$ cat src/rtl/pe_scatter_pkg.sv
// Shared constants for the PE-array stream distributor.
// Mode encodings for the rr_mode input.
package pe_scatter_pkg;
    localparam logic MODE_DIRECTED = 1'b0;
    localparam logic MODE_SCATTER  = 1'b1;
endpackage

$ cat src/rtl/pe_scatter_slot.sv
// One-entry output register for a single scatter channel.
// Supports load, valid/ready drain, and load-during-drain for full throughput.
module pe_scatter_slot
    import pe_scatter_pkg::*;
#(
    parameter int WIDTH = 8
) (
    input  logic             clk,
    input  logic             rst,
    input  logic             i_load,
    input  logic [WIDTH-1:0] i_data,
    input  logic             i_ready,
    output logic             o_valid,
    output logic [WIDTH-1:0] o_data
);
    logic             r_valid;
    logic [WIDTH-1:0] r_data;

    // A load wins over a drain, so a drain+load cycle keeps the slot valid.
    always_ff @(posedge clk) begin
        if (rst) begin
            r_valid <= 1'b0;
            r_data  <= '0;
        end else if (i_load) begin
            r_valid <= 1'b1;
            r_data  <= i_data;
        end else if (r_valid && i_ready) begin
            r_valid <= 1'b0;
        end
    end

    assign o_valid = r_valid;
    assign o_data  = r_data;
endmodule

$ cat src/rtl/pe_scatter.sv
// Registered 1-to-N stream distributor: one input stream steered to per-lane
// one-entry output slots, by select tag (directed) or round-robin pointer (scatter).
module pe_scatter
    import pe_scatter_pkg::*;
#(
    parameter int WIDTH     = 8,
    parameter int SEL_WIDTH = 3
) (
    input  logic                        clk,
    input  logic                        rst,
    input  logic                        in_valid,
    output logic                        in_ready,
    input  logic [WIDTH-1:0]            in_data,
    input  logic [SEL_WIDTH-1:0]        in_sel,
    input  logic                        rr_mode,
    input  logic                        rr_clr,
    output logic [(1<<SEL_WIDTH)-1:0]   out_valid,
    input  logic [(1<<SEL_WIDTH)-1:0]   out_ready,
    output logic [WIDTH-1:0]            out_data [(1<<SEL_WIDTH)-1:0],
    output logic [SEL_WIDTH-1:0]        rr_ptr
);
    localparam int N = 1 << SEL_WIDTH;

    logic [SEL_WIDTH-1:0] r_ptr;
    logic [SEL_WIDTH-1:0] w_dest;
    logic                 w_in_ready;
    logic                 w_accept;
    logic [N-1:0]         w_load;

    // Handshake: a beat transfers on a cycle where in_valid && in_ready. in_ready
    // is 1 when the destination slot is empty or draining this cycle; it never
    // depends on in_valid, so the producer holds data/sel while stalled.
    assign w_dest     = (rr_mode == MODE_SCATTER) ? r_ptr : in_sel;
    assign w_in_ready = !out_valid[w_dest] || out_ready[w_dest];
    assign w_accept   = in_valid && w_in_ready;
    assign in_ready   = w_in_ready;

    // The clear wins over an advance; the beat in that cycle used the old pointer.
    always_ff @(posedge clk) begin
        if (rst || rr_clr) begin
            r_ptr <= '0;
        end else if (w_accept && rr_mode == MODE_SCATTER) begin
            r_ptr <= r_ptr + 1'b1;
        end
    end

    assign rr_ptr = r_ptr;

    for (genvar i = 0; i < N; i++) begin : g_slot
        assign w_load[i] = w_accept && (w_dest == SEL_WIDTH'(i));

        pe_scatter_slot #(
            .WIDTH (WIDTH)
        ) u_slot (
            .clk     (clk),
            .rst     (rst),
            .i_load  (w_load[i]),
            .i_data  (in_data),
            .i_ready (out_ready[i]),
            .o_valid (out_valid[i]),
            .o_data  (out_data[i])
        );
    end
endmodule
$ cat config.mk
export PLATFORM = sky130hd
export DESIGN_NAME = pe_scatter
export DESIGN_NICKNAME = d
export VERILOG_FILES = /design/src/rtl/pe_scatter_pkg.sv /design/src/rtl/pe_scatter_slot.sv /design/src/rtl/pe_scatter.sv
export SDC_FILE = /design/constraint.sdc
export NUM_CORES = 1
export LEC_CHECK = 0
export CAP_MARGIN = 20
export CORE_UTILIZATION = 46
export CTS_CLUSTER_SIZE = 8
export DETAILED_ROUTE_END_ITERATION = 10
export PLACE_DENSITY = 0.78
export SYNTH_ARGS = -nofsm -noshare
export SYNTH_HDL_FRONTEND = slang
export SYNTH_HIERARCHICAL = 1
export SYNTH_SLANG_ARGS = --single-unit
$ cat constraint.sdc
create_clock -name clk -period 3.4 [get_ports clk]
set_clock_uncertainty 0.1 [all_clocks]
set_input_delay 0.68 -clock clk [delete_from_list [all_inputs] [get_ports clk]]
set_output_delay 0.68 -clock clk [all_outputs]
set_load 0.02 [all_outputs]
-- After elaboration in Yosys (flattened, before gate mapping)
Cells that the tools add are included.
- add/sub/neg operators: 1
- magnitude comparators: 1
- equal/unequal tests: 7
- mux-type cells: 21
- reduce and logical (&&, ||, !) cells: 30
- operators by type and width (operator ; number):
    $logic_and 1x1->1 ; 18
    $mux 1 ; 18
    $reduce_bool 2->1 ; 8
    $eq 3x3->1 const B ; 4
    $bmux 1 s3 ; 2
    $eq 3x2->1 const B ; 2
    $lt 3x4->1 const B ; 1
    $add 3x1->3 const B ; 1
    $eq 3x1->1 const B ; 1
    $logic_not 3->1 ; 1
    $mux 3 ; 1
    $logic_or 1x1->1 ; 2
    $logic_not 1->1 ; 1
- register bits: 75
- input bits: 24

-- Depth between registers and ports, before layout
- word-level depth: 8
- mapped depth: 11
- depth with buffers taken out: 8

-- Modules after synthesis
Netlist, hierarchy kept.
- modules (own cells, without submodules) (module ; instances ; cells each ; area an instance (um2) ; seq. area each (um2)):
    pe_scatter_slot ; 8 ; 30 ; 321.6 ; 180.2
    pe_scatter ; 1 ; 67 ; 513.0 ; 60.1

-- Least setup slack after synthesis
Ideal clock, no wire load.
- kind: input to register
- start: in rr_mode
- end: reg g_slot[2].u_slot.r_data[0]
- library setup time: 0.117 ns
- data arrival time: 2.682 ns
- data required time: 3.183 ns
- slack: 0.500 ns
- stages: 9
- cells stage by stage: buf_6 > mux2i_1 > mux4_1 > a22oi_4 > nand4_1 > nor2_1 > buf_6 > mux2i_1 > nor2_1
- word-level cells in the longest chain between the ends: 7
- RTL lines (what ; line ; source):
    start, declared ; pe_scatter.sv:15 ; input logic rr_mode,
    $mux 3 (*) ; pe_scatter.sv:33 ; assign w_dest = (rr_mode == MODE_SCATTER) ? r_ptr : in_sel;
    $bmux 1 s3 ; pe_scatter.sv:34 ; assign w_in_ready = !out_valid[w_dest] || out_ready[w_dest];
    $mux 1 (not written as such) ; pe_scatter.sv:34 ;
    $logic_not 1->1 ; pe_scatter.sv:34 ;
    $logic_or 1x1->1 (*) ; pe_scatter.sv:34 ;
    net in_ready ; pe_scatter.sv:12 ; output logic in_ready,
    $logic_and 1x1->1 (*) ; pe_scatter.sv:35 ; assign w_accept = in_valid && w_in_ready;
    $logic_and 1x1->1 (*) ; pe_scatter.sv:50 ; assign w_load[i] = w_accept && (w_dest == SEL_WIDTH'(i));
    net w_load[2] ; pe_scatter.sv:28 ; logic [N-1:0] w_load;
    end signal, assigned ; pe_scatter_slot.sv:26 ; r_data <= i_data;
    end, declared ; pe_scatter_slot.sv:17 ; logic [WIDTH-1:0] r_data;
The timed path passes the listed nets; every way through them passes the cells marked *. The select of a mux whose other input is x is not followed.
A chain may end at the register's enable or synchronous reset.

-- Worst setup path after layout
- start: in rr_mode
- end: out in_ready
- word-level cells in the longest chain between the ends: 5
- RTL lines (what ; line):
    $mux 3 (*) ; pe_scatter.sv:33
    $bmux 1 s3 ; pe_scatter.sv:34
    $mux 1 (not written as such) ; pe_scatter.sv:34
    $logic_not 1->1 ; pe_scatter.sv:34
    $logic_or 1x1->1 (*) ; pe_scatter.sv:34
    end, declared ; pe_scatter.sv:12
Every way passes the cells marked *; elsewhere a longest branch is shown, timed or not. The select of a mux whose other input is x is not followed.

==> flow_metrics.py <==
metrics = {
    "timing": {
        "worst_slew_pin_slew_ns": 0.952,
        "rsz0062_at_grt": "false",
        "final_max_slew_viol_count": 0,
        "hold_viol_final": 0,
        "setup_viol": 0,
        "clock.fmax_mhz": 310,
        "max_slew_margin_pct": 36.5,
        "worst_slack_ns": 0.174,
        "fin_crit_sh_pct": 94.9,
        "period_needed_ns": 3.23,
        "fin_setup_tns_ns": 0,
    },
    "cells_and_area": {
        "nets": 438,
        "num-fill-cells": 520,
        "n_antenna_cell": 0,
        "drive_gt1_share_pct": 9.09,
        "areaGrowthSynthToFinish_pct": 40.6,
    },
    "clock_network": {
        "cts_setup_buffers": 0,
        "clockBufferDepth": 2,
        "postCtsHoldBufs": 0,
        "cts_buffers": 9,
        "cts_sinks": 75,
        "cts_tree": "yes",
        "clk_latency_ns": 0.35,
        "h-tree-depth": 3,
        "clk_pin_slew_ns": 0.07,
        "cts-root-buf": "clkbuf_8",
    },
    "synthesis": {
        "post-synth-top-count-cell": "nor2_1",
        "synth_edf_count": 0,
        "yosysSeqAreaShare_pct": 48.7,
        "ys_top_cells_by_area": "dfxtp_1 (49%), mux2i_1 (23%), nor2_1 (9.2%), buf_6 (3.3%), nand2b_1 (2.0%)",
        "ys_async_sr_fraction_pct": 0,
        "synth.distinct_cells": 32,
        "yosys-top-cells-count": "nor2_1 (76), dfxtp_1 (75), mux2i_1 (70)",
        "synth_warnings": 6,
        "synth_top_cell_by_area": "dfxtp_1",
        "avgSynthCellArea_um2": 10.1,
        "synthCells": 307,
        "synth_flop_cell": "dfxtp_1",
        "synth_nets": 332,
        "synth_area_um2": 3090,
        "yosys_register_bits": 75,
        "yosysTopAreaCellShare_pct": 48.7,
    },
    "power": {
        "leakage_nw": 1.61,
        "peakVddDrop_v": 0.000347,
        "p_per_area_nw_per_um2": 422,
    },
    "drt": {
        "drtIter0Drc": 129,
        "routed_wl_um": 8010,
        "wl_per_cell_um": 16.2,
        "vias_per_cell": 5.13,
        "vias": 2539,
        "drc": 10,
        "ant_nets": 0,
        "drtPass1Iterations": 7,
    },
    "floorplanning": {
        "die_w_um": 83.9,
        "start_util_pct": 48.0,
        "dieArea_um2": 7040,
        "rows": 29,
        "die_h_um": 83.9,
        "num_io_pins": 100,
        "coreArea_um2": 6420,
    },
    "placed_design": {
        "numPortBuffers": 99,
        "dp_hpwl_um": 5510,
        "dp_slack_ns": -0.273,
        "place_congestion": 0.839,
    },
    "global_routing": {
        "grt_overflow": 0,
        "grt_pass1_vias": 2326,
        "grt_usage_pct": 23.0,
        "grt_start_max_net_pins": 54,
        "grt_pass1_wl_um": 12300,
        "antenna_found_initial": 0,
    },
    "critical_path": {
        "crit_path_start_kind": "primary input",
        "arrival_ns": 2.45,
        "endpoint_kind": "primary output",
        "critPathMaxFanout": 2,
        "worstPathRequired_ns": 2.62,
        "critPathKind": "primary input to primary output",
    },
    "hold_path": {
        "holdCritPathClass": "register to register",
    },
    "flow_run": {
        "cap_violations": 0,
    },
    "run_status": {
        "status": "finished with violations",
        "violations": "DRC",
    },
}
[placed cells by master (no fill, tap or decap), types with 2 or more instances in the layout]
cell type,instances
mux2i_1,70
and3b_1,2
or3_1,2
nor3b_1,3
nor2_1,76
a21oi_1,8
clkbuf_8,11
dfxtp_1,75
nand2_1,6
clkdlybuf4s50_1,97
nand4_1,3
o21ai_0,3
nand2b_1,10
o2111a_1,2
inv_1,12
buf_4,16
[metal layers]
metal | share of wire [%] | track usage, %
met1 | 46 | 30.1
met2 | 47 | 36.1
met3 | 5.4 | 5.44
met4 | 2.1 | 10.2
met5 | 0 | 0
[registers in the layout, indices dropped and copies added, names as in the netlist]
register and flops:
rr_ptr 3, g_slot.u_slot/o_valid 8, g_slot.u_slot/o_data 64
[power breakdown]
group          switching, mW  internal (mW)  leakage [nW]
clock                  0.335          0.382         0.106
combinational          0.110         0.0974         0.893
sequential            0.0118          0.896         0.607
total                  0.457           1.37          1.61
[logic make-up after synthesis]
family                     count (synthesis)  synth area share (%)
adders and majority gates                  1                 0.405
DFF                                       75                  48.7
AOI/OAI and AO/OA                         19                  4.42
muxes                                     73                  24.7
and+or+nand+nor                          107                  15.4
buffers and inverters                     32                  6.49
[cell type report]
type / instances / area, um2 / share of cell area (%)
Sequential cell: 75 / 1500 / 34.6
Clock buffer: 11 / 151 / 3.49
Clock inverter: 5 / 60.1 / 1.38
Inverter: 12 / 45.0 / 1.04
Timing Repair Buffer: 115 / 1100 / 25.4
Tap cell: 77 / 96.3 / 2.22
Multi-Input combinational cell: 200 / 1380 / 31.9
[metrics by stage]
stage | cells | area [um2] | utilization (%) | total power [mW] | hold WS [ns]
2_1_floorplan | 307 | 3090 | - | 1.03 | 0.454
3_3_place_gp | 479 | 4130 | 64.3 | 1.13 | 0.373
3_5_place_dp | 479 | 4130 | 64.3 | 1.13 | 0.378
4_1_cts | 495 | 4340 | 67.6 | 1.85 | 0.400
5_1_grt | 495 | 4340 | 67.6 | 1.90 | 0.421
6_report | 495 | 4340 | 67.6 | 1.83 | 0.394
[worst max-delay path, cell delays in order]
cell             delay [ns]
clkdlybuf4s50_1        0.50
mux2i_1                0.19
buf_4                  0.15
mux4_1                 0.59
a22oi_4                0.15
clkbuf_2               0.19
[timing repair]
item,4_1_cts,5_1_grt
endpoints found under the setup margin,1,1
gates resized for setup,2,1
gates cloned,0,0
hold endpoints to repair,0,0
[worst paths after layout]
path | startpoint | endpoint | slack (ns) | cells after the start
max | rr_mode | in_ready | 0.17 | 6
min | g_slot[6].u_slot/o_data[0] | g_slot[6].u_slot/o_data[0] | 0.39 | 2
max reg2reg | rr_ptr[0] | g_slot[3].u_slot/o_data[7] | 0.62 | 10
min reg2reg | g_slot[6].u_slot/o_data[0] | g_slot[6].u_slot/o_data[0] | 0.39 | 2
Note: power is estimated with default switching activity, not from simulation.
